===== config.mk =====
export PLATFORM = sky130hd
export DESIGN_NAME = m72_raster_irq_gen
export DESIGN_NICKNAME = d
export VERILOG_FILES = /design/src/rtl/m72_raster_irq_gen.sv
export SDC_FILE = /design/constraint.sdc
export NUM_CORES = 1
export LEC_CHECK = 0
export ABC_CLOCK_PERIOD_IN_PS = 2300
export BUFFER_PORTS_ARGS = -buffer_cell sky130_fd_sc_hd__buf_2
export CAP_MARGIN = 10
export CELL_PAD_IN_SITES_DETAIL_PLACEMENT = 0
export CELL_PAD_IN_SITES_GLOBAL_PLACEMENT = 1
export CORE_ASPECT_RATIO = 1.4
export CORE_UTILIZATION = 35
export CTS_CLUSTER_SIZE = 30
export DETAILED_ROUTE_END_ITERATION = 10
export GPL_ROUTABILITY_DRIVEN = 0
export GPL_TIMING_DRIVEN = 0
export HOLD_SLACK_MARGIN = 0.05
export PLACE_DENSITY_LB_ADDON = 0.3
export SYNTH_ARGS = -nofsm -noshare
export SYNTH_HDL_FRONTEND = slang
export SYNTH_SLANG_ARGS = --single-unit

===== constraint.sdc =====
create_clock -name pixel_clock -period 2.3 [get_ports pixel_clock]
set_clock_uncertainty 0.15 [all_clocks]
set_input_delay 0.115 -clock pixel_clock [delete_from_list [all_inputs] [get_ports pixel_clock]]
set_output_delay 0.115 -clock pixel_clock [all_outputs]
set_load 0.01 [all_outputs]

===== src/rtl/m72_raster_irq_gen.sv =====
// -----------------------------------------------------------------------------
// m72_raster_irq_gen
//
// Raster timing generator and interrupt requester for the M72 video/CPU
// subsystem. Produces the h/v counters, registered sync/blank decodes, and
// the vblank and raster-line interrupt requests with vector presentation.
// The CPU-domain acknowledge arrives as a level toggle and is brought into
// pixel_clock through a two-flop synchronizer plus an edge-detect flop.
//
// Build option:
//   M72_HINT_EN  defined   -> raster-line interrupt implemented
//                undefined -> hint_pending tied 0, raster_en/raster_line
//                             ignored, irq_vector constant VEC_VBL,
//                             irq_req = vbl_pending
//
// Ports:
//   pixel_clock     in   1  pixel clock
//   reset_n         in   1  asynchronous active-low reset
//   raster_en       in   1  enable raster-line interrupt (quasi-static)
//   raster_line     in   9  line number for raster interrupt (quasi-static)
//   irq_ack_toggle  in   1  CPU-domain acknowledge, one ack per level change
//   h_count         out  9  current pixel counter
//   v_count         out  9  current line counter
//   hs, vs, hb, vb  out  1  active-high sync / blank (1-cycle lag vs counters)
//   irq_req         out  1  OR of the pending flags
//   irq_vector      out  8  vector of the highest-priority pending source
//   vbl_pending     out  1  vblank interrupt pending
//   hint_pending    out  1  raster-line interrupt pending
// -----------------------------------------------------------------------------
module m72_raster_irq_gen #(
    parameter int unsigned H_TOTAL  = 512,
    parameter int unsigned V_TOTAL  = 284,
    parameter int unsigned H_ACTIVE = 384,
    parameter int unsigned V_ACTIVE = 256,
    parameter int unsigned HS_START = 416,
    parameter int unsigned HS_END   = 447,
    parameter int unsigned VS_START = 268,
    parameter int unsigned VS_END   = 270,
    parameter logic [7:0]  VEC_VBL  = 8'h20,
    parameter logic [7:0]  VEC_HINT = 8'h22
) (
    input  logic       pixel_clock,
    input  logic       reset_n,
    input  logic       raster_en,
    input  logic [8:0] raster_line,
    input  logic       irq_ack_toggle,
    output logic [8:0] h_count,
    output logic [8:0] v_count,
    output logic       hs,
    output logic       vs,
    output logic       hb,
    output logic       vb,
    output logic       irq_req,
    output logic [7:0] irq_vector,
    output logic       vbl_pending,
    output logic       hint_pending
);

    // Counter-width copies of the timing constants keep every compare 9 bits.
    localparam logic [8:0] H_LAST      = 9'(H_TOTAL - 1);
    localparam logic [8:0] V_LAST      = 9'(V_TOTAL - 1);
    localparam logic [8:0] H_ACT       = 9'(H_ACTIVE);
    localparam logic [8:0] V_ACT       = 9'(V_ACTIVE);
    localparam logic [8:0] V_ACT_LAST  = 9'(V_ACTIVE - 1);
    localparam logic [8:0] HS_FIRST    = 9'(HS_START);
    localparam logic [8:0] HS_LAST     = 9'(HS_END);
    localparam logic [8:0] VS_FIRST    = 9'(VS_START);
    localparam logic [8:0] VS_LAST     = 9'(VS_END);

    // ------------------------------------------------------------------------
    // Raster counters and registered decodes
    // ------------------------------------------------------------------------
    logic [8:0] h_d, h_q;
    logic [8:0] v_d, v_q;
    logic       hs_d, hs_q, vs_d, vs_q, hb_d, hb_q, vb_d, vb_q;

    // NOTE: every always_comb output gets a default on its first line so no
    // path through the block can leave it unassigned and infer a latch.
    always_comb begin
        h_d = h_q + 9'd1;
        v_d = v_q;
        if (h_q == H_LAST) begin
            h_d = '0;
            v_d = (v_q == V_LAST) ? '0 : v_q + 9'd1;
        end
    end

    // Decodes look at the counters as they are now, so they land one cycle
    // after the counter value that caused them.
    always_comb begin
        hb_d = (h_q >= H_ACT);
        vb_d = (v_q >= V_ACT);
        hs_d = (h_q >= HS_FIRST) && (h_q <= HS_LAST);
        vs_d = (v_q >= VS_FIRST) && (v_q <= VS_LAST);
    end

    // ------------------------------------------------------------------------
    // Acknowledge synchronizer: s1/s2 resolve metastability, s3 remembers the
    // previous synchronized level so any level change becomes a 1-cycle pulse.
    // A toggle stable before edge N is in s1 at N, s2 at N+1, so the pulse is
    // high in the cycle that ends with edge N+2, where the flag clears.
    // ------------------------------------------------------------------------
    logic ack_s1_q, ack_s2_q, ack_s3_q;
    logic ack_pulse;

    assign ack_pulse = ack_s2_q ^ ack_s3_q;

    // ------------------------------------------------------------------------
    // Interrupt flags
    // ------------------------------------------------------------------------
    logic vbl_event;
    logic vbl_d, vbl_q;

    // Last pixel of the last active line: the edge that moves v into vblank.
    assign vbl_event = (h_q == H_LAST) && (v_q == V_ACT_LAST);

`ifdef M72_HINT_EN
    logic       hint_event;
    logic       ack_vbl, ack_hint;
    logic       hint_d, hint_q;
    logic       irq_req_d, irq_req_q;
    logic [7:0] irq_vector_d, irq_vector_q;

    // h is only at H_ACTIVE-1 once per line, so at most one event per line;
    // a raster_line beyond the last line can never equal v_q.
    assign hint_event = raster_en && (v_q == raster_line) && (h_q == H_ACT - 9'd1);

    always_comb begin
        // The ack goes to whatever irq_vector currently shows: vblank first.
        ack_vbl      = ack_pulse && vbl_q;
        ack_hint     = ack_pulse && !vbl_q && hint_q;
        // Set is OR-ed in last so a coincident set beats the clear.
        vbl_d        = (vbl_q  && !ack_vbl)  || vbl_event;
        hint_d       = (hint_q && !ack_hint) || hint_event;
        irq_req_d    = vbl_d || hint_d;
        irq_vector_d = (!vbl_d && hint_d) ? VEC_HINT : VEC_VBL;
    end

    always_ff @(posedge pixel_clock or negedge reset_n) begin
        if (!reset_n) begin
            hint_q       <= 1'b0;
            irq_req_q    <= 1'b0;
            irq_vector_q <= VEC_VBL;
        end else begin
            hint_q       <= hint_d;
            irq_req_q    <= irq_req_d;
            irq_vector_q <= irq_vector_d;
        end
    end

    assign hint_pending = hint_q;
    assign irq_req      = irq_req_q;
    assign irq_vector   = irq_vector_q;
`else
    always_comb begin
        vbl_d = (vbl_q && !ack_pulse) || vbl_event;
    end

    assign hint_pending = 1'b0;
    assign irq_req      = vbl_q;
    assign irq_vector   = VEC_VBL;

    // Raster-line inputs have no function in this build.
    logic unused_hint_inputs;
    assign unused_hint_inputs = ^{raster_en, raster_line};
`endif

    // ------------------------------------------------------------------------
    // State register
    // ------------------------------------------------------------------------
    // NOTE: sequential state uses non-blocking assignments so every flop
    // samples pre-edge values regardless of statement order.
    always_ff @(posedge pixel_clock or negedge reset_n) begin
        if (!reset_n) begin
            h_q      <= '0;
            v_q      <= '0;
            hs_q     <= 1'b0;
            vs_q     <= 1'b0;
            hb_q     <= 1'b0;
            vb_q     <= 1'b0;
            ack_s1_q <= 1'b0;
            ack_s2_q <= 1'b0;
            ack_s3_q <= 1'b0;
            vbl_q    <= 1'b0;
        end else begin
            h_q      <= h_d;
            v_q      <= v_d;
            hs_q     <= hs_d;
            vs_q     <= vs_d;
            hb_q     <= hb_d;
            vb_q     <= vb_d;
            ack_s1_q <= irq_ack_toggle;
            ack_s2_q <= ack_s1_q;
            ack_s3_q <= ack_s2_q;
            vbl_q    <= vbl_d;
        end
    end

    assign h_count     = h_q;
    assign v_count     = v_q;
    assign hs          = hs_q;
    assign vs          = vs_q;
    assign hb          = hb_q;
    assign vb          = vb_q;
    assign vbl_pending = vbl_q;

endmodule


Word level (Yosys, flattened, before mapping) --
Index checks and enable logic that the tools add are counted.
Word-level totals: flip-flop bits (word level) 26, bits of input ports 13, output and inout port bits 33, word-level logic and storage cells 30
Cells by class: add/sub/neg operators 2, $lt $le $gt $ge 6, equality and inequality tests 3, multiplexer cells 2, bitwise operators 1, reductions and logical operators 6
Operators by type and width (count):
- greater-or-equal comparator 9 bit, second input constant | 4
- adder 9 x 1 -> 9 bit, second input constant | 2
- equality test 9 bit, second input constant | 2
- less-or-equal comparator 9 bit, second input constant | 2
- two-way mux 9 bit | 2
- equality test 9 x 8 -> 1 bit, second input constant | 1
- logical AND 1 bit | 4
- zero test 1 bit | 1
- logical OR 1 bit | 1
- bitwise XOR 1 bit | 1

Logic depth before layout (Yosys ltp) --
Gate-level depths: netlist (run 1).
word-level depth 4, mapped depth 8, mapped depth without buffers 7

Worst setup path before layout (run 1) --
OpenSTA, ideal clock, no wires.
kind flip-flop to flip-flop, start point reg h_q[0], in the netlist h_count[0], end point reg v_q[8], in the netlist v_count[8], setup time 83 ps, arrival 1877 ps, path slack 191 ps, stages on the path, launching flop included 9, buffers on the path 2, cell sequence dfrtp_1 > ha_1 > nand4_1 > nor2_1 > ha_1 > clkbuf_1 > clkbuf_1 > o311ai_1 > o21ai_0
Between the ends: cells in the longest elaborated chain, start to end 1
Ends and longest elaborated chain:
- start: declaration | line 73 | logic [8:0] h_d, h_q;
- start signal: assignment | line 175 | h_q <= '0;
- start signal: assignment | line 186 | h_q <= h_d;
- equality test 9 bit | line 82 | if (h_q == H_LAST) begin
- end signal: assignment | line 187 | v_q <= v_d;
- end: declaration | line 74 | logic [8:0] v_d, v_q;
Every way passes these cells. A chain may end at the register's enable or synchronous reset.

Worst setup path in the final report (run 1) --
start point reg h_q[0], in the netlist h_count[0], end point reg v_q[2], in the netlist v_count[2]
The elaborated chain is that of the path after synthesis.

==> flow_summary.json, run 1 <==
{
  "final-instance-count-excl-fill": 204,
  "clock_latency_ns": 0.27,
  "ys_ff_latch": 26,
  "vdd_drop_max_uv": 259,
  "leakage_nw": 0.867,
  "detail_route.vias_per_cell": 4.72,
  "critPathCaptureType": "flip-flop",
  "dp_hpwl_mm": 1.76,
  "die_w_um": 52.8,
  "fillers": 337,
  "ant_nets": 0,
  "syn_to_final_growth_pct": 25.4,
  "clockRootBuffer": "clkbuf_8",
  "fin_util": 0.465,
  "path_class": "reg -> reg",
  "grt_max_degree": 27,
  "grt-ovfl-total": 0,
  "fin_nets": 184,
  "worst_pin_slew_ns": 0.591,
  "grt_usage": 0.135,
  "crit_start": "h_count[0]",
  "min_period_ns": 2.07,
  "reg2reg_to": "v_count[2]",
  "numPortBuffers": 26,
  "relSlewSlack": 0.606,
  "antenna_found_initial": 0,
  "initial_utilization": 0.371,
  "setup_ws_ns": 0.226,
  "dp_slack_ns": -0.189,
  "hp-start": "ack_s1_q",
  "cts_tree": "built",
  "r2r_setup_slack_ns": 0.23,
  "synth_warnings": 0,
  "first_iter_violations": 18,
  "hold_path.class": "reg -> reg",
  "synth_edf_count": 0,
  "regArea_sq_um": 652,
  "ys.flop_type": "dfrtp_1",
  "timing.final.crit_share": 0.902,
  "grt_pass1_wl_mm": 3.81,
  "p_total_mw": 0.869,
  "critPathLaunchType": "flip-flop",
  "avgRoutedWirePerCell_um": 11.4,
  "worst_hold_slack_ns": 0.215,
  "diodes": 0,
  "crit_fanout": 10,
  "synth_top_area_frac": 0.514,
  "boundaryPins": 46,
  "p_per_area_nw_per_um2": 548,
  "placeableCoreArea_sq_um": 3410,
  "rows": 25,
  "reg2reg_from": "h_count[0]",
  "async_reset_ff_frac": 1.00,
  "final_cell_mix": "buf_2 (27), dfrtp_1 (25), nor2_1 (13)",
  "yosys.area.top_type": "dfrtp_1",
  "ys_top_cells_by_area": "dfrtp_1 (51%), buf_4 (5.9%), ha_1 (5.9%)",
  "worstRegToRegCells": 8,
  "ys_seq_area_frac": 0.514,
  "critPathArrivalTime_ns": 2.14,
  "die_area_sq_um": 3860,
  "die_h_um": 73.1,
  "min_to": "ack_s2_q",
  "outcome": "completed",
  "maxCapViolations": 0,
  "drc_errors": 0,
  "numCtsBuffers": 3,
  "grt_pass1_vias": 867,
  "fmax_mhz": 482,
  "htree_levels": 1,
  "netlist_instances": 123,
  "netlist_area_sq_um": 1260,
  "clk_pin_slew_ns": 0.09,
  "multi_input_area_sq_um": 508,
  "cts.sink_count": 26,
  "setup_violations": 0,
  "dp_cells": 196,
  "yosysUniqueCellTypes": 29,
  "rsz0062_at_grt": "no",
  "dr_total_vias": 963,
  "drt_first_pass_iters": 4,
  "finalWirelength_mm": 2.33,
  "worstHoldPathCells": 0,
  "finalHoldViolations": 0,
  "cts_buffer_depth": 2,
  "maxSlewViolCount": 0,
  "syn_avg_cell_area_sq_um": 10.3,
  "drive_gt1_frac": 0.299,
  "final_common_cell": "buf_2",
  "required_ns": 2.36
}
synth_stat cells (2+ instances only):
cell,n
or3_1,2
nand2_1,5
a21oi_1,3
a21o_1,2
inv_1,10
a311oi_1,2
nand3_1,6
clkbuf_1,4
xnor2_1,2
nor2_1,13
buf_4,10
nand4_1,5
dfrtp_1,26
o21ai_0,5
o311ai_1,3
nor3_1,2
ha_1,6
conb_1,2
xor2_1,5
metrics by stage:
stage	TNS [ns]	instance area [sq um]
3_3_place_gp	-0.695	1470
5_1_grt	0	1590
2_1_floorplan	0	1290
4_1_cts	0	1570
3_5_place_dp	-0.808	1470
6_report	0	1590
repair_timing:
action,in CTS,in global routing
endpoints found under the setup margin,10,6
hold buffers,2,0
hold endpoints to repair,27,0
setup buffers,0,2
gates resized for setup,2,5
sequential cells by signal, indices dropped and copies added (netlist names):
signal and count:
ack_s1_q 1, vb 1, irq_req 1, h_count 9
vs 1, hb 1, ack_s2_q 1, hs 1
v_count 9, ack_s3_q 1
cell families after synthesis:
| family | Yosys count | synth area share |
|---|---|---|
| mux | 1 | 0.00890 |
| xor+xnor | 7 | 0.0485 |
| flops | 26 | 0.514 |
| fa+ha+maj | 6 | 0.0593 |
| buf+inv | 25 | 0.105 |
| compound gates | 18 | 0.0989 |
| simple gates | 38 | 0.159 |
| other cells | 2 | 0.00594 |
cell type report:
class	instances	share of cell area
Sequential cell	26	0.411
Multi-Input combinational cell	79	0.320
Timing Repair Buffer	30	0.104
Buffer	15	0.0647
Tap cell	40	0.0315
Clock buffer	3	0.0260
Inverter	10	0.0237
Clock inverter	1	0.0189
metal layers:
metal | up-vias | GRT usage | part of all wire
met5 | - | 0 | 0
met4 | 0 | 0.0526 | 0.012
met3 | 4 | 0.0250 | 0.042
met2 | 21 | 0.236 | 0.52
met1 | 457 | 0.157 | 0.42
li1 | 481 | - | -
worst max-delay path by stage:
stage            endpoint  slack, ns
2_1_floorplan  v_count[8]       0.19
3_3_place_gp   v_count[8]      -0.19
3_5_place_dp   v_count[8]      -0.19
4_1_cts        v_count[8]       0.09
5_1_grt        v_count[2]       0.01
6_report       v_count[2]       0.23
power breakdown:
part / total [mW] / switching [mW] / internal (mW) / leakage (nW)
Sequential: 0.461 / 0.00122 / 0.459 / 0.342
Combinational: 0.0325 / 0.0182 / 0.0143 / 0.490
Clock: 0.376 / 0.143 / 0.233 / 0.0357
critical path, cell delays in order, from the launching register on:
cell and delay (ns):
dfrtp_2 0.41, ha_1 0.21, nand4_1 0.18, nor2_1 0.15
ha_1 0.22, clkbuf_4 0.23, nand2_1 0.10, a311oi_1 0.25
a21o_1 0.12
No activity file was read; power rests on OpenSTA's default activity.
==> inputs of run 2 (changes only) <==
==> constraint.sdc (replaced) <==
create_clock -name pixel_clock -period 2.3 [get_ports pixel_clock]
set_clock_uncertainty 0.15 [all_clocks]
set_input_delay 0.46 -clock pixel_clock [delete_from_list [all_inputs] [get_ports pixel_clock]]
set_output_delay 0.46 -clock pixel_clock [all_outputs]
set_load 0.01 [all_outputs]
==> run 2 against run 1 <==
  * Clock power about the same
  * Critical endpoint unchanged
  * Largest cell class unchanged
  * Non-clock buffer count decreased by 2
  * Sequential power about the same
  * Die area unchanged
  * Design area decreased by 1.3%
  * Via count decreased by 0.93%
  * Register-to-register slack about the same
==> flow_summary.json, run 2 (same netlist as run 1, synthesis figures left out) <==
{
  "outcome": "completed",
  "leakage_nw": 0.859,
  "antenna_found_initial": 0,
  "first_iter_violations": 22,
  "dp_hpwl_mm": 1.76,
  "worst_pin_slew_ns": 0.588,
  "cts_buffer_depth": 2,
  "ant_nets": 0,
  "cts.sink_count": 26,
  "cts-hold-fix-buffers": 0,
  "drt_first_pass_iters": 4,
  "detail_route.vias_per_cell": 4.72,
  "syn_to_final_growth_pct": 23.8,
  "clock_latency_ns": 0.27,
  "grt_use_met2": 0.236,
  "final_common_cell": "buf_2",
  "boundaryPins": 46,
  "clkPwrFrac": 0.435,
  "htree_levels": 1,
  "critPathCaptureType": "flip-flop",
  "die_h_um": 73.1,
  "final_cell_mix": "buf_2 (27), dfrtp_1 (25), nor2_1 (13)",
  "crit_fanout": 10,
  "vdd_drop_max_uv": 259,
  "initial_utilization": 0.371,
  "grt_pass1_wl_mm": 3.81,
  "reg2reg_from": "h_count[0]",
  "intPower_mw": 0.704,
  "timing.final.crit_share": 0.902,
  "placeableCoreArea_sq_um": 3410,
  "rsz0062_at_grt": "no",
  "die_area_sq_um": 3860,
  "diodes": 0,
  "p_seq_frac": 0.531,
  "fin_setup_tns_ns": 0,
  "maxCapViolations": 0,
  "r2r_setup_slack_ns": 0.23,
  "drive_gt1_frac": 0.302,
  "fillers": 341,
  "p_per_area_nw_per_um2": 554,
  "critPathLaunchType": "flip-flop",
  "required_ns": 2.36,
  "grt_usage": 0.135,
  "worstPathCellList": "ha_1 > nand4_1 > nor2_1 > ha_1 > clkbuf_4 > nand2_1 > a311oi_1 > a21o_1",
  "dpl_cell_area_sq_um": 1470,
  "clockRootBuffer": "clkbuf_8",
  "dp_cells": 196,
  "fin_area_sq_um": 1570,
  "use_met1": 0.157,
  "pwr-share-comb": 0.034,
  "p_total_mw": 0.867,
  "critPathArrivalTime_ns": 2.14,
  "numCtsBuffers": 3,
  "final-instance-count-excl-fill": 202,
  "clk_pin_slew_ns": 0.09,
  "grt.met3_usage": 0.0250,
  "cts_tree": "built",
  "slowest_stage": "dfrtp_2",
  "numPortBuffers": 26,
  "avgRoutedWirePerCell_um": 11.5,
  "hold_path.class": "in -> async",
  "dr_total_vias": 954,
  "finalWirelength_mm": 2.32,
  "crit_family": "adder cells",
  "p_sw_mw": 0.163,
  "regArea_sq_um": 652,
  "relSlewSlack": 0.608,
  "grt_most_used_layer": "met2",
  "min_period_ns": 2.07,
  "swShare": 0.188,
  "setup_violations": 0,
  "die_w_um": 52.8,
  "critPathMaxStageDelay_ns": 0.41,
  "reg2reg_to": "v_count[2]",
  "fmax_mhz": 482,
  "grt-ovfl-total": 0,
  "fin_nets": 182,
  "critPathMostFrequentCell": "ha_1",
  "path_class": "reg -> reg",
  "worst_hold_slack_ns": 0.0341,
  "critical_path_buf_inv_count": 1,
  "grt_max_degree": 27,
  "rows": 25,
  "finalHoldViolations": 0,
  "drc_errors": 0,
  "maxSlewViolCount": 0,
  "grt_pass1_vias": 867,
  "worstRegToRegCells": 8,
  "multi_input_area_sq_um": 508
}
==> run 2: cell types whose count changed in the layout (fill, tap and decap cells not counted) <==
cell	delta
dlygate4sd3_1	-2
==> run 2: repair_timing <==
action                                  CTS  global route
resized for setup                         2             5
endpoints found under the setup margin   10             6
setup buffers                             0             2
==> run 2: per-layer routing <==
metal / up-vias / routed length (um)
met5: - / 0
met4: 0 / 29
met3: 4 / 102
met2: 21 / 1220
met1: 452 / 970
li1: 477 / -
==> run 2: final cells by class <==
type,instances,share of cell area
multi-input cells,79,0.324
clock buffers,3,0.0264
flip-flops and latches,26,0.416
clock inverters,1,0.0192
inverters,10,0.0240
plain buffers,15,0.0655
well taps,40,0.0319
repair buffers,28,0.0927
==> run 2: power by group through the flow <==
stage          combinational, mW  sequential (mW)  clock, mW
6_report                  0.0299            0.461      0.377
5_1_grt                   0.0345            0.461      0.407
4_1_cts                   0.0300            0.461      0.386
3_5_place_dp              0.0301            0.470          0
3_3_place_gp              0.0297            0.470          0
2_1_floorplan             0.0192            0.470          0
==> run 2: how the worst max path moves through the flow <==
stage | from | end | slack [ns] | depth (start not counted)
after floorplan | h_count[0] | v_count[8] | 0.19 | 8
after global placement | h_count[0] | v_count[8] | -0.19 | 8
after detailed placement | h_count[0] | v_count[8] | -0.19 | 8
after CTS | h_count[0] | v_count[8] | 0.09 | 8
after global routing | h_count[0] | v_count[2] | 0.01 | 8
final | h_count[0] | v_count[2] | 0.23 | 8
==> run 2: through the flow <==
stage,util,setup slack [ns]
2_1_floorplan,-,0.191
3_3_place_gp,0.432,-0.187
3_5_place_dp,0.432,-0.189
4_1_cts,0.453,0.0928
5_1_grt,0.459,0.0142
6_report,0.459,0.225
